[src/rtl/ball_pkg.sv]
`default_nettype none
// +----------------------------------------------------------------------+
// | Package     : ball_pkg                                               |
// | Description : Shared direction encoding and USB HID keycodes for    |
// |               the ball motion controller.                            |
// | Revision    : 1.0 - initial release                                  |
// +----------------------------------------------------------------------+
package ball_pkg;

  // Direction state of the ball; encodings are visible on the dir port.
  typedef enum logic [2:0] {
    IDLE  = 3'd0,
    UP    = 3'd1,
    DOWN  = 3'd2,
    LEFT  = 3'd3,
    RIGHT = 3'd4
  } dir_t;

  // USB HID usage IDs for the keys that steer the ball.
  localparam logic [7:0] KEY_W     = 8'h1A;
  localparam logic [7:0] KEY_A     = 8'h04;
  localparam logic [7:0] KEY_S     = 8'h16;
  localparam logic [7:0] KEY_D     = 8'h07;
  localparam logic [7:0] KEY_SPACE = 8'h2C;

endpackage : ball_pkg
`default_nettype wire

[src/rtl/vsync_edge.sv]
`default_nettype none
// +----------------------------------------------------------------------+
// | Module      : vsync_edge                                             |
// | Description : Registers the active-low vertical sync and produces a  |
// |               one-cycle tick on its falling edge (start of frame).   |
// | Revision    : 1.0 - initial release                                  |
// +----------------------------------------------------------------------+
module vsync_edge (
  input  logic clk,
  input  logic rst_n,
  input  logic vs,
  output logic tick
);

  logic vs_q;

  // Delay vs by one cycle; resetting to 0 means a vs already low at
  // reset release cannot look like a falling edge.
  always_ff @(posedge clk or negedge rst_n) begin
    if (!rst_n) begin
      vs_q <= 1'b0;
    end else begin
      vs_q <= vs;
    end
  end

  assign tick = vs_q & ~vs;

endmodule : vsync_edge
`default_nettype wire

[src/rtl/ball_motion.sv]
`default_nettype none
// +----------------------------------------------------------------------+
// | Module      : ball_motion                                            |
// | Description : Frame-rate ball position controller. On every vsync    |
// |               falling edge it decodes the HID keycode into a         |
// |               direction, reflects it at the screen edges and steps   |
// |               the ball centre by STEP pixels.                        |
// | Revision    : 1.0 - initial release                                  |
// +----------------------------------------------------------------------+
module ball_motion
  import ball_pkg::*;
#(
  parameter int X_MIN    = 0,
  parameter int X_MAX    = 639,
  parameter int Y_MIN    = 0,
  parameter int Y_MAX    = 479,
  parameter int X_CENTER = 320,
  parameter int Y_CENTER = 240,
  parameter int SIZE     = 4,
  parameter int STEP     = 1
) (
  input  logic       clk_clk,
  input  logic       reset_reset_n,
  input  logic [7:0] keycode,
  input  logic       vs,
  output logic [9:0] ball_x,
  output logic [9:0] ball_y,
  output logic [2:0] dir,
  output logic       frame_tick
);

  // Edge limits as 11-bit unsigned so sums never overflow.
  localparam logic [10:0] MARGIN = 11'(SIZE + STEP);
  localparam logic [10:0] X_HI   = 11'(X_MAX);
  localparam logic [10:0] Y_HI   = 11'(Y_MAX);
  localparam logic [10:0] X_LO   = 11'(X_MIN + SIZE + STEP);
  localparam logic [10:0] Y_LO   = 11'(Y_MIN + SIZE + STEP);
  localparam logic [9:0]  STEP_W = 10'(STEP);

  logic       tick;
  dir_t       state;
  dir_t       next_state;
  dir_t       decoded;
  logic [9:0] next_x;
  logic [9:0] next_y;
  logic [10:0] x_ext;
  logic [10:0] y_ext;

  vsync_edge u_vsync_edge (
    .clk   (clk_clk),
    .rst_n (reset_reset_n),
    .vs    (vs),
    .tick  (tick)
  );

  assign x_ext = {1'b0, ball_x};
  assign y_ext = {1'b0, ball_y};

  // Direction state register.
  always_ff @(posedge clk_clk or negedge reset_reset_n) begin
    if (!reset_reset_n) begin
      state <= IDLE;
    end else begin
      state <= next_state;
    end
  end

  // Next direction: key decode then edge reflection, only on a frame tick;
  // also derives the stepped position from the final direction.
  always_comb begin
    decoded    = state;
    next_state = state;
    next_x     = ball_x;
    next_y     = ball_y;
    if (tick) begin
      case (keycode)
        KEY_W:     decoded = UP;
        KEY_S:     decoded = DOWN;
        KEY_A:     decoded = LEFT;
        KEY_D:     decoded = RIGHT;
        KEY_SPACE: decoded = IDLE;
        default:   decoded = state;
      endcase

      next_state = decoded;
      case (decoded)
        RIGHT:   if (x_ext + MARGIN > X_HI) next_state = LEFT;
        LEFT:    if (x_ext < X_LO)          next_state = RIGHT;
        DOWN:    if (y_ext + MARGIN > Y_HI) next_state = UP;
        UP:      if (y_ext < Y_LO)          next_state = DOWN;
        default: next_state = decoded;
      endcase

      case (next_state)
        RIGHT:   next_x = ball_x + STEP_W;
        LEFT:    next_x = ball_x - STEP_W;
        DOWN:    next_y = ball_y + STEP_W;
        UP:      next_y = ball_y - STEP_W;
        default: begin
          next_x = ball_x;
          next_y = ball_y;
        end
      endcase
    end
  end

  // Position registers and the frame pulse; position only moves on a tick.
  always_ff @(posedge clk_clk or negedge reset_reset_n) begin
    if (!reset_reset_n) begin
      ball_x     <= 10'(X_CENTER);
      ball_y     <= 10'(Y_CENTER);
      frame_tick <= 1'b0;
    end else begin
      frame_tick <= tick;
      if (tick) begin
        ball_x <= next_x;
        ball_y <= next_y;
      end
    end
  end

  assign dir = state;

endmodule : ball_motion
`default_nettype wire

[config.mk]
export PLATFORM = sky130hd
export DESIGN_NAME = ball_motion
export DESIGN_NICKNAME = d
export VERILOG_FILES = /design/src/rtl/ball_pkg.sv /design/src/rtl/vsync_edge.sv /design/src/rtl/ball_motion.sv
export SDC_FILE = /design/constraint.sdc
export NUM_CORES = 1
export LEC_CHECK = 0
export CORE_MARGIN = 5
export CORE_UTILIZATION = 40
export CTS_CLUSTER_SIZE = 12
export DETAILED_ROUTE_END_ITERATION = 12
export DONT_BUFFER_PORTS = 1
export PLACE_DENSITY = 0.54
export SLEW_MARGIN = 15
export SYNTH_ARGS = -nofsm -noshare
export SYNTH_HDL_FRONTEND = slang
export SYNTH_SLANG_ARGS = --single-unit
[constraint.sdc]
create_clock -name clk_clk -period 5 [get_ports clk_clk]
set_clock_uncertainty 0.05 [all_clocks]
set_input_delay 1.25 -clock clk_clk [delete_from_list [all_inputs] [get_ports clk_clk]]
set_output_delay 1.25 -clock clk_clk [all_outputs]
set_load 0.02 [all_outputs]
; ---- Word-level counts from Yosys, hierarchy flattened
; Cells that the tools add are included.
[totals]
regBits = 25
latchBits = 0
mem_bits_rw = 0
mem_bits_ro = 0
input_bits = 11
output_inout_bits = 24
wordCells = 44
n_memories = 0
[classes]
addsub = 6
n_mul = 0
n_div = 0
n_lt_le_gt_ge = 4
n_eq_ne = 13
shift = 0
n_mux = 10
n_bitwise = 2
n_reduce_logical = 4
[op_table]
columns = cell, n
row1 = 10-bit one-hot mux with 2 select lines, 2
row2 = "10-bit by 3-bit adder with 11-bit output, second input constant", 2
row3 = "10-bit by 1-bit adder with 10-bit output, second input constant", 2
row4 = "10-bit by 3-bit less-than comparator with 1-bit output, second input constant", 2
row5 = "10-bit by 1-bit subtractor with 10-bit output, second input constant", 2
row6 = 3-bit two-way mux, 6
row7 = "8-bit by 3-bit equality test with 1-bit output, second input constant", 2
row8 = "8-bit by 5-bit equality test with 1-bit output, second input constant", 2
row9 = 3-bit one-hot mux with 5 select lines, 1
row10 = "3-bit by 2-bit equality test with 1-bit output, second input constant", 4
row11 = 3-bit one-hot mux with 4 select lines, 1
row12 = "11-bit by 10-bit greater-than comparator with 1-bit output, second input constant", 1
row13 = "11-bit by 9-bit greater-than comparator with 1-bit output, second input constant", 1
row14 = "8-bit by 6-bit equality test with 1-bit output, second input constant", 1
row15 = "3-bit by 1-bit equality test with 1-bit output, second input constant", 2
row16 = "3-bit equality test, second input constant", 2
row17 = 2-bit AND reduction, 2
row18 = 2-bit nonzero test, 2
row19 = 1-bit AND, 1
row20 = 1-bit NOT, 1

; ---- Logic depth before layout (Yosys ltp)
; Gate-level depths: netlist (run 1).
[logic_depth]
word_depth = 9
ltp_mapped = 18
ltp_nobuf = 18

; ---- By module
; From an unflattened synthesis (run 1), not the netlist that was laid out.
[hier_totals]
hier_cells = 248
area_unflattened_um2 = 2397.3
[modules_own_cells]
columns = mod, instances, cells_each, area_per_inst_um2, seq_area_each_um2
row1 = ball_motion, 1, 246, 2358.5, 608.1
row2 = vsync_edge, 1, 2, 38.8, 25.0

; ---- Worst setup path after synthesis (run 1)
; Ideal clock, no wire load.
[synth_path]
kind = input port to flip-flop
from = input port keycode[0]
to = register ball_y[9]
setup_time_ps = 135
t_arrival_ps = 4411
required_ps = 4815
path_slack_ps = 404
cell_stages = 16
cell_sequence = and4bb_2 a32o_1 a311o_2 nand3_1 a21o_1 a21o_1 inv_1 ha_1 a21oi_1 o21ai_0 a2111oi_0 nor3_1 a31oi_1 a211oi_1 a311oi_1 nand3_1
[synth_between]
elab_chain_cells = 9
word_cells_on_any_way = 22
cone_classes = eq/ne: 11 / mux: 9 / reduce/logical: 2
[synth_lines]
columns = element, line_no
row1 = from (decl), ball_motion.sv:24  ; input logic [7:0] keycode,
row2 = "8-bit by 6-bit equality test with 1-bit output, or another cell as far along", ball_motion.sv:76  ; case (keycode)
row3 = 3-bit one-hot mux with 5 select lines (*), ball_motion.sv:76
row4 = 3-bit two-way mux (*), ball_motion.sv:75  ; if (tick) begin
row5 = "3-bit by 1-bit equality test with 1-bit output, or another cell as far along", ball_motion.sv:86  ; case (decoded)
row6 = 3-bit one-hot mux with 4 select lines (*), ball_motion.sv:86
row7 = 3-bit two-way mux (*), ball_motion.sv:75
row8 = 3-bit by 1-bit equality test with 1-bit output or 3-bit by 2-bit equality test with 1-bit output (tied branches), ball_motion.sv:94  ; case (next_state)
row9 = 2-bit nonzero test (no source line), -
row10 = 2-bit AND reduction (no source line), -
row11 = to (signal assigned), ball_motion.sv:111  ; ball_y <= 10'(Y_CENTER);
row12 = to (signal assigned), ball_motion.sv:117  ; ball_y <= next_y;
row13 = to (decl), ball_motion.sv:27  ; output logic [9:0] ball_y,
; Every way passes the cells marked *; elsewhere a longest branch is shown, timed or not. The select of a mux whose other input is x is not followed.
; A chain may end at the register's enable or synchronous reset.

; ---- Worst setup path in the final report (run 1)
; Ends and elaborated chain as after synthesis.

==> results.toml, run 1 <==
[layout]
final_common_cell = "ha_1"
antenna_cells = 0
layout-drive-gt1-share_pct = 13.9
layout.cells.most_common_list = "22 x ha_1, 19 x dfrtp_1, 17 x nor2_1, 17 x nand2_1, 13 x a21o_1"
utilization_pct = 44.5
syn_to_final_growth_pct = 6.46
nets = 295

[detailed_routing]
avgRoutedWirePerCell_um = 16.2
wl_met2_mm = 2.44
drt-met1-wl_mm = 2.60
drcViolationCount = 0
ant_nets = 0
routed_via_density = 5.73
dr_total_vias = 1895
highest_layer = "met4"
dr_wl_met3_um = 286
drtIter0Drc = 52
drt_pre_antenna_iters = 4
wl_mm = 5.38

[clocking]
cts.sinks = 25
clock_latency_ps = 280
clockRootBuffer = "clkbuf_8"
htreeDepth = 1
cts_tree = "built"
cts_buffer_depth = 2
path_clk_slew_ps = 100
cts_buffers = 3

[yosys]
synth-main-ff-cell = "dfrtp_1"
synth_cells = 254
syn_area_um2 = 2340
synth-compound-area-share_pct = 21.6
syn_area_per_cell_um2 = 9.22
synth-xor-area-share_pct = 6.36
synth_top_family_by_area = "simple AND/OR/NAND/NOR gates"
synth_edf_count = 0
synth_fa_ha_area_share_pct = 13.5
synthesis.nets = 289
ys_seq_area_share_pct = 27.0
ys_ff_latch = 25
ys_types = 57
yosys.area_share.simple_pct = 22.1
synthArstFlopShare_pct = 100
synthMuxAreaShare_pct = 6.57
yosysWarnings = 0

[timing]
maxSlewHeadroom_pct = 31.9
max_freq_mhz = 223
tightest_slew_ps = 996
finalSetupTns_ps = 0
rsz0062_at_grt = "no"
period_share_pct = 89.6
drv_slew = 0
hold_viol = 0
post-route-min-period_ps = 4480
finalSetupViolations = 0

[global_route]
grt_pass1_vias = 1843
grt_start_max_net_pins = 26
grt_pass1_wl_mm = 9.10
grt_usage_pct = 15.1
antenna_found_initial = 0
overflow = 0

[floorplan]
die_h_um = 86.5
num_rows = 27
die-area_um2 = 7490
io_pins = 35
initial_core_util_pct = 41.8
coreArea_um2 = 5610
die_w_um = 86.5

[setup_path]
critPathArrivalTime_ps = 4590
startpoint_type = "input pin"
worstPathCellList = "and4bb_2 > nand2_1 > o211ai_1 > nand3_1 > a21o_1 > a21o_1 > inv_1 > ha_1 > a21oi_1 > o21ai_0 > a2111oi_1 > nor3_1 > a31oi_2 > a211oi_1 > a311oi_1 > nand3_1"
timing_worst_setup_path_type = "in -> reg"
endpoint_kind = "register"
cp_max_fo = 9
cp.required_ps = 5110
slowest_stage = "a2111oi_1"
max_stage_delay_ps = 360

[placed_design]
numPortBuffers = 0
post-dp-hpwl_mm = 4.04
gp_congestion = 0.803

[outcome]
status = "finished, final reports clean"

[worst_hold_path]
min_path_type = "reg -> reg"

[run]
cap_violations = 0

[power]
vdd_drop_max_uv = 285
power-per-cell-area_nw_per_um2 = 596
leakage_nw = 1.09
path summary, 6_finish.rpt:
path	start	endpoint	slack, ps	cells past startpoint
worst max-delay path	keycode[0]	ball_y[9]$_DFFE_PN0P_	520	16
worst min-delay path	ball_x[0]$_DFFE_PN0P_	ball_x[0]$_DFFE_PN0P_	590	2
worst max register to register	ball_x[1]$_DFFE_PN0P_	ball_x[9]$_DFFE_PN0P_	580	16
worst min register to register	ball_x[0]$_DFFE_PN0P_	ball_x[0]$_DFFE_PN0P_	590	2
max in group asynchronous	reset_reset_n	ball_x[6]$_DFFE_PN1P_	4130	0
min in group asynchronous	reset_reset_n	ball_y[8]$_DFFE_PN0P_	600	0
cell families after synthesis:
logic type | after synthesis
flip-flops | 25
AND/OR/NAND/NOR | 89
buffers and inverters | 15
multiplexers | 14
XOR/XNOR | 17
AO/OA/AOI/OAI | 70
adder cells (fa/ha/maj) | 24
through the flow:
stage | setup slack (ps) | total power, mW | hold WS, ps | cells | cell area (µm²)
floorplan | 404 | 1.18 | 572 | 254 | 2340
global placement | 209 | 1.36 | 569 | 327 | 2440
detailed placement | 125 | 1.36 | 573 | 327 | 2440
CTS | 423 | 1.50 | 583 | 331 | 2490
global route | 57.0 | 1.64 | 571 | 331 | 2490
finish | 522 | 1.49 | 593 | 331 | 2490
cell type report:
class                   count  area [µm²]
flip-flops and latches     25         633
fillers                   577        3110
clock inverters             1        5.00
multi-input cells         214        1650
well taps                  72        90.1
repair buffers              4        30.0
clock buffers               3        41.3
inverters                  12        45.0
critical path: cells and delay by family:
| family | cells | cell delay, ps |
|---|---|---|
| adder cells (fa/ha/maj) | 1 | 290 |
| buffers and inverters | 1 | 230 |
| AND/OR/NAND/NOR | 5 | 860 |
| AO/OA/AOI/OAI | 9 | 1950 |
synth_stat cells, drive strengths merged, types with 2 or more instances:
| master | n | area [µm²] |
|---|---|---|
| xnor2 | 10 | 87.6 |
| and2 | 2 | 12.5 |
| dfrtp | 19 | 475 |
| a311oi | 2 | 17.5 |
| o21ai | 12 | 63.8 |
| o211ai | 4 | 30.0 |
| ha | 22 | 275 |
| a31oi | 7 | 43.8 |
| nor2 | 17 | 63.8 |
| mux2 | 11 | 124 |
| nand4b | 3 | 26.3 |
| xor2 | 7 | 61.3 |
| nor4 | 4 | 40.0 |
| or2 | 2 | 12.5 |
| dfstp | 6 | 158 |
| nor3 | 10 | 50.1 |
| a2111oi | 2 | 17.5 |
| and3 | 3 | 18.8 |
| buf | 2 | 18.8 |
| a21o | 13 | 97.6 |
| a211oi | 2 | 15.0 |
| and4bb | 3 | 37.5 |
| nand2b | 4 | 25.0 |
| o21a | 5 | 37.5 |
| nand2 | 17 | 63.8 |
| fa | 2 | 40.0 |
| a21oi | 11 | 66.3 |
| mux2i | 3 | 30.0 |
| inv | 12 | 45.0 |
| nand3 | 11 | 55.1 |
| nor2b | 7 | 43.8 |
repair_timing:
item,CTS,global route
endpoints found under the setup margin,0,1
hold buffers,0,0
buffers inserted,0,0
gates resized for setup,0,2
sequential cells by signal, summed over array words and instances (netlist names):
| register | count |
|---|---|
| u_vsync_edge.vs_q | 1 |
| dir | 3 |
| frame_tick | 1 |
| ball_x | 10 |
| ball_y | 10 |
report_power, final:
part / switching [mW] / total (mW) / internal (mW)
combinational: 0.426 / 0.811 / 0.385
sequential: 0.249 / 0.546 / 0.297
clock: 0.0736 / 0.130 / 0.0561
total: 0.748 / 1.49 / 0.738
per-layer routing:
metal / GRT usage (%) / vias up
met5: 0 / -
met4: 4.53 / 0
met3: 4.47 / 4
met2: 23.5 / 29
met1: 20.2 / 897
li1: - / 965
Power figures use the tool's default switching activity.
==> run 2, diff against run 1 <==
PLACE_DENSITY = 0.5   (was 0.54)
==> results.toml, run 2 (synthesized netlist as in run 1, its figures left out) <==
[outcome]
status = "finished, final reports clean"

[layout]
final_cells = 332
antenna_cells = 0
nets = 296
syn_to_final_growth_pct = 6.89
layout.cells.most_common_list = "22 x ha_1, 19 x dfrtp_1, 17 x nor2_1, 17 x nand2_1, 13 x a21o_1"
final_common_cell = "ha_1"
layout-drive-gt1-share_pct = 14.2
utilization_pct = 44.6

[timing]
fin_hold_ws_ps = 593
post-route-min-period_ps = 4530
finalSetupTns_ps = 0
finalSetupViolations = 0
drv_slew = 0
fin_ws_ps = 471
hold_viol = 0
maxSlewHeadroom_pct = 29.7
tightest_slew_ps = 1030
max_freq_mhz = 221
period_share_pct = 90.6
rsz0062_at_grt = "no"

[power]
vdd_drop_max_uv = 276
internal-power_mw = 0.746
comb_power_share_pct = 55.3
pwr-share-clk_pct = 8.8
leakage_nw = 1.09
power.switching_mw = 0.757
power-per-cell-area_nw_per_um2 = 600
swShare_pct = 50.4
share_seq_of_total_power_pct = 35.9

[detailed_routing]
ant_nets = 0
drt_pre_antenna_iters = 4
avgRoutedWirePerCell_um = 15.8
routed_via_density = 5.64
dr_total_vias = 1872
wl_mm = 5.26
drcViolationCount = 0
drtIter0Drc = 90

[floorplan]
num_rows = 27
die_h_um = 86.5
die-area_um2 = 7490
initial_core_util_pct = 41.8
die_w_um = 86.5
io_pins = 35
coreArea_um2 = 5610

[setup_path]
startpoint_type = "input pin"
timing_worst_setup_path_type = "in -> reg"
rr_worst_depth = 16
rr_startpoint = "ball_x[1]$_DFFE_PN0P_"
critPathArrivalTime_ps = 4630
cp.required_ps = 5100
cp_max_fo = 9
r2r-end = "ball_x[8]$_DFFE_PN1P_"
startpoint = "keycode[5]"
r2r_slack_ps = 540
endpoint_kind = "register"

[clocking]
cts.sinks = 25
htreeDepth = 1
cts_setup_buffers = 0
path_clk_slew_ps = 110
cts_buffers = 3
cts_tree = "built"
clock_latency_ps = 280
cts_resized = 0
hold_buffers = 0
cts_buffer_depth = 2
clockRootBuffer = "clkbuf_8"

[global_route]
antenna_found_initial = 0
globalRouteMet3Util_pct = 3.23
overflow = 0
busiest_layer = "met2"
grt_use_met2_pct = 22.2
grt_start_max_net_pins = 26
grt_usage_pct = 14.5
grt_pass1_wl_mm = 8.91
grt_pass1_vias = 1748
grtUsageMet1_pct = 21.4

[worst_hold_path]
min_path_type = "reg -> reg"
hp-start = "ball_x[0]$_DFFE_PN0P_"
min_to = "ball_x[0]$_DFFE_PN0P_"
whs_path_depth = 2

[placed_design]
gp_congestion = 0.789
post-dp-hpwl_mm = 4.03
place_ws_ps = 106
numPortBuffers = 0
placedCellCount = 328

[run]
cap_violations = 0
[run 2: area by class of cell]
cell class,count,area (µm²)
clock buffers,3,41.3
clock inverters,1,8.76
fillers,575,3100
inverters,12,45.0
multi-input cells,214,1650
flip-flops and latches,25,633
well taps,72,90.1
repair buffers,5,37.5
[run 2: how the worst max path moves through the flow]
stage	end	depth (start not counted)	slack [ps]
4_1_cts	ball_y[9]$_DFFE_PN0P_	16	410
3_5_place_dp	ball_y[9]$_DFFE_PN0P_	16	110
5_1_grt	ball_y[9]$_DFFE_PN0P_	15	60
2_1_floorplan	ball_y[9]$_DFFE_PN0P_	16	400
3_3_place_gp	ball_y[9]$_DFFE_PN0P_	16	200
6_report	ball_y[9]$_DFFE_PN0P_	16	470
[run 2: power groups by stage]
stage                     combinational [mW]  clock (mW)  sequential (mW)
after global placement                 0.825           0            0.548
after detailed placement               0.825           0            0.549
after floorplan                        0.668           0            0.507
after CTS                              0.831       0.142            0.544
final                                  0.831       0.133            0.539
after global routing                   0.944       0.149            0.561
[run 2: worst max-delay path, cell delays in order]
cell,delay (ps)
nor4_1,390
and2_1,220
a311o_2,160
nand3_1,150
a21o_1,210
a21o_1,160
inv_1,240
ha_1,290
a21oi_1,170
o21ai_0,120
a2111oi_0,370
nor3_1,150
a31oi_2,310
a211oi_1,90
a311oi_1,260
nand3_1,90
[run 2: metrics by stage]
step	total power, mW	cell area [µm²]
floorplan	1.18	2340
global placement	1.37	2450
detailed placement	1.37	2450
CTS	1.52	2500
global route	1.65	2500
finish	1.50	2500
[run 2: layer usage]
layer	vias to the layer above	routed length [µm]
li1	967	-
met5	-	0
met4	0	19
met2	22	2320
met1	881	2710
met3	2	209
